===== src/rtl/mem_arb_pkg.sv =====
// Shared definitions for the unified fetch/data SRAM arbiter.
// Owner codes tag which requester an in-flight read belongs to.
package mem_arb_pkg;

    localparam logic [1:0] OWN_NONE = 2'd0;
    localparam logic [1:0] OWN_IF   = 2'd1;
    localparam logic [1:0] OWN_DATA = 2'd2;

    localparam int DEF_STARVE_LIMIT = 4;

endpackage


===== src/rtl/rdata_hold.sv =====
// Read-data return path for one requester: shows the SRAM word while
// it is the response owner, and keeps that word afterwards.
module rdata_hold #(
    parameter int DATA_W = 32
) (
    input  logic              clk,
    input  logic              resetn,
    input  logic              i_valid,
    input  logic [DATA_W-1:0] i_data,
    output logic [DATA_W-1:0] o_data
);

    logic [DATA_W-1:0] r_hold;

    always_ff @(posedge clk) begin
        if (!resetn) begin
            r_hold <= '0;
        end else if (i_valid) begin
            r_hold <= i_data;
        end
    end

    assign o_data = i_valid ? i_data : r_hold;

endmodule


===== src/rtl/mem_port_arbiter.sv =====
// Shares one single-port SRAM between instruction fetch and data port.
// Data wins contention; a starvation counter bounds fetch waiting time.
module mem_port_arbiter
    import mem_arb_pkg::*;
#(
    parameter int ADDR_W       = 32,
    parameter int DATA_W       = 32,
    parameter int STARVE_LIMIT = DEF_STARVE_LIMIT
) (
    input  logic                clk,
    input  logic                resetn,
    input  logic                if_req,
    input  logic [ADDR_W-1:0]   if_addr,
    output logic                if_gnt,
    output logic                if_rvalid,
    output logic [DATA_W-1:0]   if_rdata,
    input  logic                d_req,
    input  logic [DATA_W/8-1:0] d_wen,
    input  logic [ADDR_W-1:0]   d_addr,
    input  logic [DATA_W-1:0]   d_wdata,
    output logic                d_gnt,
    output logic                d_rvalid,
    output logic [DATA_W-1:0]   d_rdata,
    output logic                sram_en,
    output logic [DATA_W/8-1:0] sram_wen,
    output logic [ADDR_W-1:0]   sram_addr,
    output logic [DATA_W-1:0]   sram_wdata,
    input  logic [DATA_W-1:0]   sram_rdata
);

    localparam int CNT_W = $clog2(STARVE_LIMIT + 1);
    localparam logic [CNT_W-1:0] LIMIT = CNT_W'(STARVE_LIMIT);

    logic [CNT_W-1:0] r_starve_cnt;
    logic [1:0]       r_resp_owner;
    logic             w_force_if;
    logic             w_if_gnt;
    logic             w_d_gnt;
    logic             w_d_read;

    assign w_force_if = (r_starve_cnt == LIMIT);
    assign w_if_gnt   = resetn & if_req & (~d_req | w_force_if);
    assign w_d_gnt    = resetn & d_req & ~w_if_gnt;
    assign w_d_read   = (d_wen == '0);

    assign if_gnt = w_if_gnt;
    assign d_gnt  = w_d_gnt;

    always_comb begin
        sram_en    = 1'b0;
        sram_wen   = '0;
        sram_addr  = '0;
        sram_wdata = '0;
        if (w_if_gnt) begin
            sram_en   = 1'b1;
            sram_addr = if_addr;
        end else if (w_d_gnt) begin
            sram_en    = 1'b1;
            sram_wen   = d_wen;
            sram_addr  = d_addr;
            sram_wdata = d_wdata;
        end
    end

    // Counts contested cycles fetch has lost in a row.
    always_ff @(posedge clk) begin
        if (!resetn) begin
            r_starve_cnt <= '0;
        end else if (w_if_gnt || !if_req) begin
            r_starve_cnt <= '0;
        end else if (w_d_gnt && !w_force_if) begin
            r_starve_cnt <= r_starve_cnt + CNT_W'(1);
        end
    end

    always_ff @(posedge clk) begin
        if (!resetn) begin
            r_resp_owner <= OWN_NONE;
        end else if (w_if_gnt) begin
            r_resp_owner <= OWN_IF;
        end else if (w_d_gnt && w_d_read) begin
            r_resp_owner <= OWN_DATA;
        end else begin
            r_resp_owner <= OWN_NONE;
        end
    end

    assign if_rvalid = (r_resp_owner == OWN_IF);
    assign d_rvalid  = (r_resp_owner == OWN_DATA);

    rdata_hold #(.DATA_W(DATA_W)) u_if_hold (
        .clk     (clk),
        .resetn  (resetn),
        .i_valid (if_rvalid),
        .i_data  (sram_rdata),
        .o_data  (if_rdata)
    );

    rdata_hold #(.DATA_W(DATA_W)) u_d_hold (
        .clk     (clk),
        .resetn  (resetn),
        .i_valid (d_rvalid),
        .i_data  (sram_rdata),
        .o_data  (d_rdata)
    );

endmodule


===== config.mk =====
export PLATFORM = sky130hd
export DESIGN_NAME = mem_port_arbiter
export DESIGN_NICKNAME = d
export VERILOG_FILES = /design/src/rtl/mem_arb_pkg.sv /design/src/rtl/rdata_hold.sv /design/src/rtl/mem_port_arbiter.sv
export SDC_FILE = /design/constraint.sdc
export NUM_CORES = 1
export LEC_CHECK = 0
export CORE_ASPECT_RATIO = 0.8
export CORE_MARGIN = 2
export CORE_UTILIZATION = 37
export DETAILED_ROUTE_END_ITERATION = 16
export PLACE_DENSITY = 0.88
export SYNTH_ARGS = -nofsm -noshare
export SYNTH_HDL_FRONTEND = slang
export SYNTH_SLANG_ARGS = --single-unit

===== constraint.sdc =====
create_clock -name clk -period 2.58 [get_ports clk]
set_input_delay 0.387 -clock clk [delete_from_list [all_inputs] [get_ports clk]]
set_output_delay 0.387 -clock clk [all_outputs]
set_load 0.005 [all_outputs]

==> flow_summary_export.csv, run 1 <==
group,metric,value,unit
outcome,status,"finished, final reports clean",
yosys,synth-edff-count,0,
clocking,cts_buffer_depth,2,
routing,num_vias,3321,
floorplanning,die_area,10500,um2
finish,syn2layout_area_growth,90.5,%
hold_path,hp-class,"register to register",
yosys,synth_top_family_by_area,"multiplexers",
placement,dpl.hpwl,10000,um
clocking,clock-root-buffer,"clkbuf_16",
floorplanning,start_util,37.5,%
yosys,synth_area_leaders,"dfxtp_1 (39%), mux2_4 (24%), and2_1 (18%)",
power_and_ir_drop,comb_power_share,20.6,%
clocking,ctsHtreeMaxLevel,3,
yosys,ys_warn_count,0,
timing,fin_crit_sh,98.3,%
timing,final.min_clock_period,2.54,ns
power_and_ir_drop,p_per_area,452,nW/um2
clocking,clkLatencyLatePin,0.32,ns
floorplanning,core,9530,um2
power_and_ir_drop,swShare,21.7,%
yosys,synthAdderAreaFrac,0.700,%
setup_path,crit_type,"input port to output pin",
timing,achievable-frequency,394,MHz
power_and_ir_drop,p_int,0.00241,W
timing,maxSlewHeadroom,69.2,%
grt,grt_pass1_vias,3534,
yosys,synth_top_flop_cell,"dfxtp_1",
yosys,post-synth-top-count-cell,"and2_1",
setup_path,startpoint,"d_req",
run,maxCapViolCount,0,
yosys,syn-cell-area,3570,um2
power_and_ir_drop,p_seq_share,35.6,%
yosys,syn_nets,449,
hold_path,hold_path.startpoint,"u_d_hold.r_hold[14]",
finish,layout-drive-gt1-share,17.2,%
grt,gr-total-overflow,0,
timing,worstMarginPinSlew,0.462,ns
yosys,synth-compound-area-share,9.38,%
finish,fin_nets,720,
clocking,holdBufCountCts,0,
routing,drt-total-wl,12900,um
floorplanning,std_cell_rows,32,
power_and_ir_drop,p_leak,2.84,nW
clocking,clk_pin_slew,0.06,ns
clocking,clock-sinks,69,
yosys,avgSynthCellArea,11.5,um2
timing,finalSetupViolCount,0,
finish,fill_cells,709,
setup_path,r2r_slack,1.00,ns
yosys,synth-seq-area-share,38.7,%
grt,antenna_found_initial,0,
finish,stdcell_count,706,
power_and_ir_drop,p_sw,0.000667,W
clocking,cts_made_buffers,9,
placement,placed_cell_area,6400,um2
routing,drtIter0Drc,87,
grt,grt.total_usage,23.6,%
placement,gp_congestion,0.799,
timing,finClkSkew,0.00504,ns
grt,grt_pass1_wl,19100,um
finish,antenna_cells_inserted,0,
setup_path,cp.required,2.19,ns
routing,wl_per_cell,18.3,um
yosys,synth-xor-area-share,0,%
placement,post-place-cells,687,
clocking,cts_tree,"built",
placement,io_buffers,272,
yosys,ys_types,22,
routing,met2_length,6830,um
yosys,synthMuxAreaShare,26.6,%
yosys,synth_top_area_share,38.7,%
yosys,ys_ff_latch,69,
setup_path,critPathLaunchType,"input port",
routing,drt_pass1_iterations,4,
floorplanning,die_height,91.9,um
setup_path,critPathCaptureType,"output pin",
yosys,ys_async_sr_fraction,0,%
routing,ant_nets,0,
yosys,yosys.area_share.simple,19.4,%
grt,grt_max_degree,65,
power_and_ir_drop,clockPowerShare,43.8,%
floorplanning,die_w,114,um
timing,drv_slew,0,
yosys,ys_top_cells_by_count,"and2_1 (102), dfxtp_1 (69), mux2_4 (58), a22o_1 (32), buf_6 (10)",
yosys,synth_top_cell_by_area,"dfxtp_1",
timing,hold_violations,0,
routing,wl_met1,5050,um
routing,vias_per_cell,4.70,
setup_path,worst-path-max-fanout,20,
floorplanning,io_pins,273,
routing,drc,0,
power_and_ir_drop,ir_drop,0.294,mV
finish,postLayoutCellArea,6810,um2
routing,highest_layer,"met4",
yosys,netlist_instances,311,
setup_path,rr_startpoint,"r_resp_owner[1]",
setup_path,worstPathArrival,2.15,ns
routing,wl_met3,717,um
-- per-stage QoR --
| step | power, W | hold slack, ns | utilization [%] | worst slack (ns) | setup TNS [ns] |
|---|---|---|---|---|---|
| after floorplan | 0.00131 | 0.493 | - | 0.946 | 0 |
| after global placement | 0.00173 | 0.542 | 67.2 | -0.0216 | -0.0453 |
| after detailed placement | 0.00174 | 0.565 | 67.2 | -0.0620 | -0.148 |
| after CTS | 0.00310 | 0.578 | 70.8 | 0.00655 | 0 |
| after global routing | 0.00318 | 0.597 | 71.5 | -0.00614 | -0.0210 |
| final | 0.00308 | 0.573 | 71.5 | 0.0446 | 0 |
-- path summary, 6_finish.rpt --
check	to	cells past startpoint
min	u_d_hold.r_hold[14]	2
min reg2reg	u_d_hold.r_hold[14]	2
max reg2reg	u_if_hold.r_hold[31]	4
max	sram_addr[9]	7
-- sequential cells by signal (all words and copies together), names as in the netlist --
signal and flops:
r_resp_owner 2, r_starve_cnt 3, u_d_hold.r_hold 32, u_if_hold.r_hold 32
-- critical path: stages --
cell	delay, ns
clkdlybuf4s50_1	0.49
nand2_1	0.10
a31oi_4	0.16
buf_4	0.14
buf_8	0.15
a22o_1	0.19
clkdlybuf4s50_1	0.53
-- routing by layer --
metal	vias up	global-route usage (%)
met2	143	43.3
met3	21	6.15
li1	1602	-
met5	-	0
met1	1555	26.5
met4	0	7.62
-- kinds of logic after synthesis --
| group | after synthesis |
|---|---|
| mux | 65 |
| simple gates | 111 |
| fa+ha+maj | 2 |
| flops | 69 |
| compound gates | 36 |
| buf+inv | 28 |
-- placed cells by master (no fill, tap or decap), types with 2 or more instances in the layout --
master           Yosys  routed
a22o_1              32      32
and2_1             102     101
and4_1               2       2
buf_12               0       4
buf_4                0       6
bufinv_16            0       2
clkbuf_16            0      10
clkdlybuf4s50_1      0     268
dfxtp_1             69      69
dlymetal6s2s_1       0       3
inv_1                3       3
inv_6                0       2
mux2_2               7       7
mux2_4              58      58
-- cell type report --
class	instances	area [um2]	area share, %
well taps	119	149	2.19
clock buffers	10	239	3.51
flip-flops and latches	69	1380	20.3
clock inverters	6	93.8	1.38
repair buffers	285	2910	42.7
inverters	3	11.3	0.165
multi-input cells	214	2030	29.8
-- power groups by stage --
stage	sequential, W	clock [W]	combinational (W)
floorplan	0.00112	0	0.000190
global placement	0.00112	0	0.000610
detailed placement	0.00112	0	0.000622
CTS	0.00109	0.00137	0.000629
global route	0.00110	0.00141	0.000670
finish	0.00110	0.00135	0.000635
-- repair_timing --
action                                  in CTS  in global routing
endpoints found under the setup margin      17                 50
pin swaps                                    1                  2
hold endpoints to repair                     0                  0
setup buffers                                0                  2
gates resized for setup                      5                  6
cloned                                       0                  1
(Power assumes the default switching activity.)
==> run 2, diff against run 1 <==
CAP_MARGIN = 0   (was unset)
==> results of run 2 <==
Same layout as run 1: the final DEF is identical, and so are final timing and power.
==> run 3, diff against run 2 <==
SLEW_MARGIN = 20   (was unset)
==> results of run 3 <==
Same layout as run 1: the final DEF is identical, and so are final timing and power.
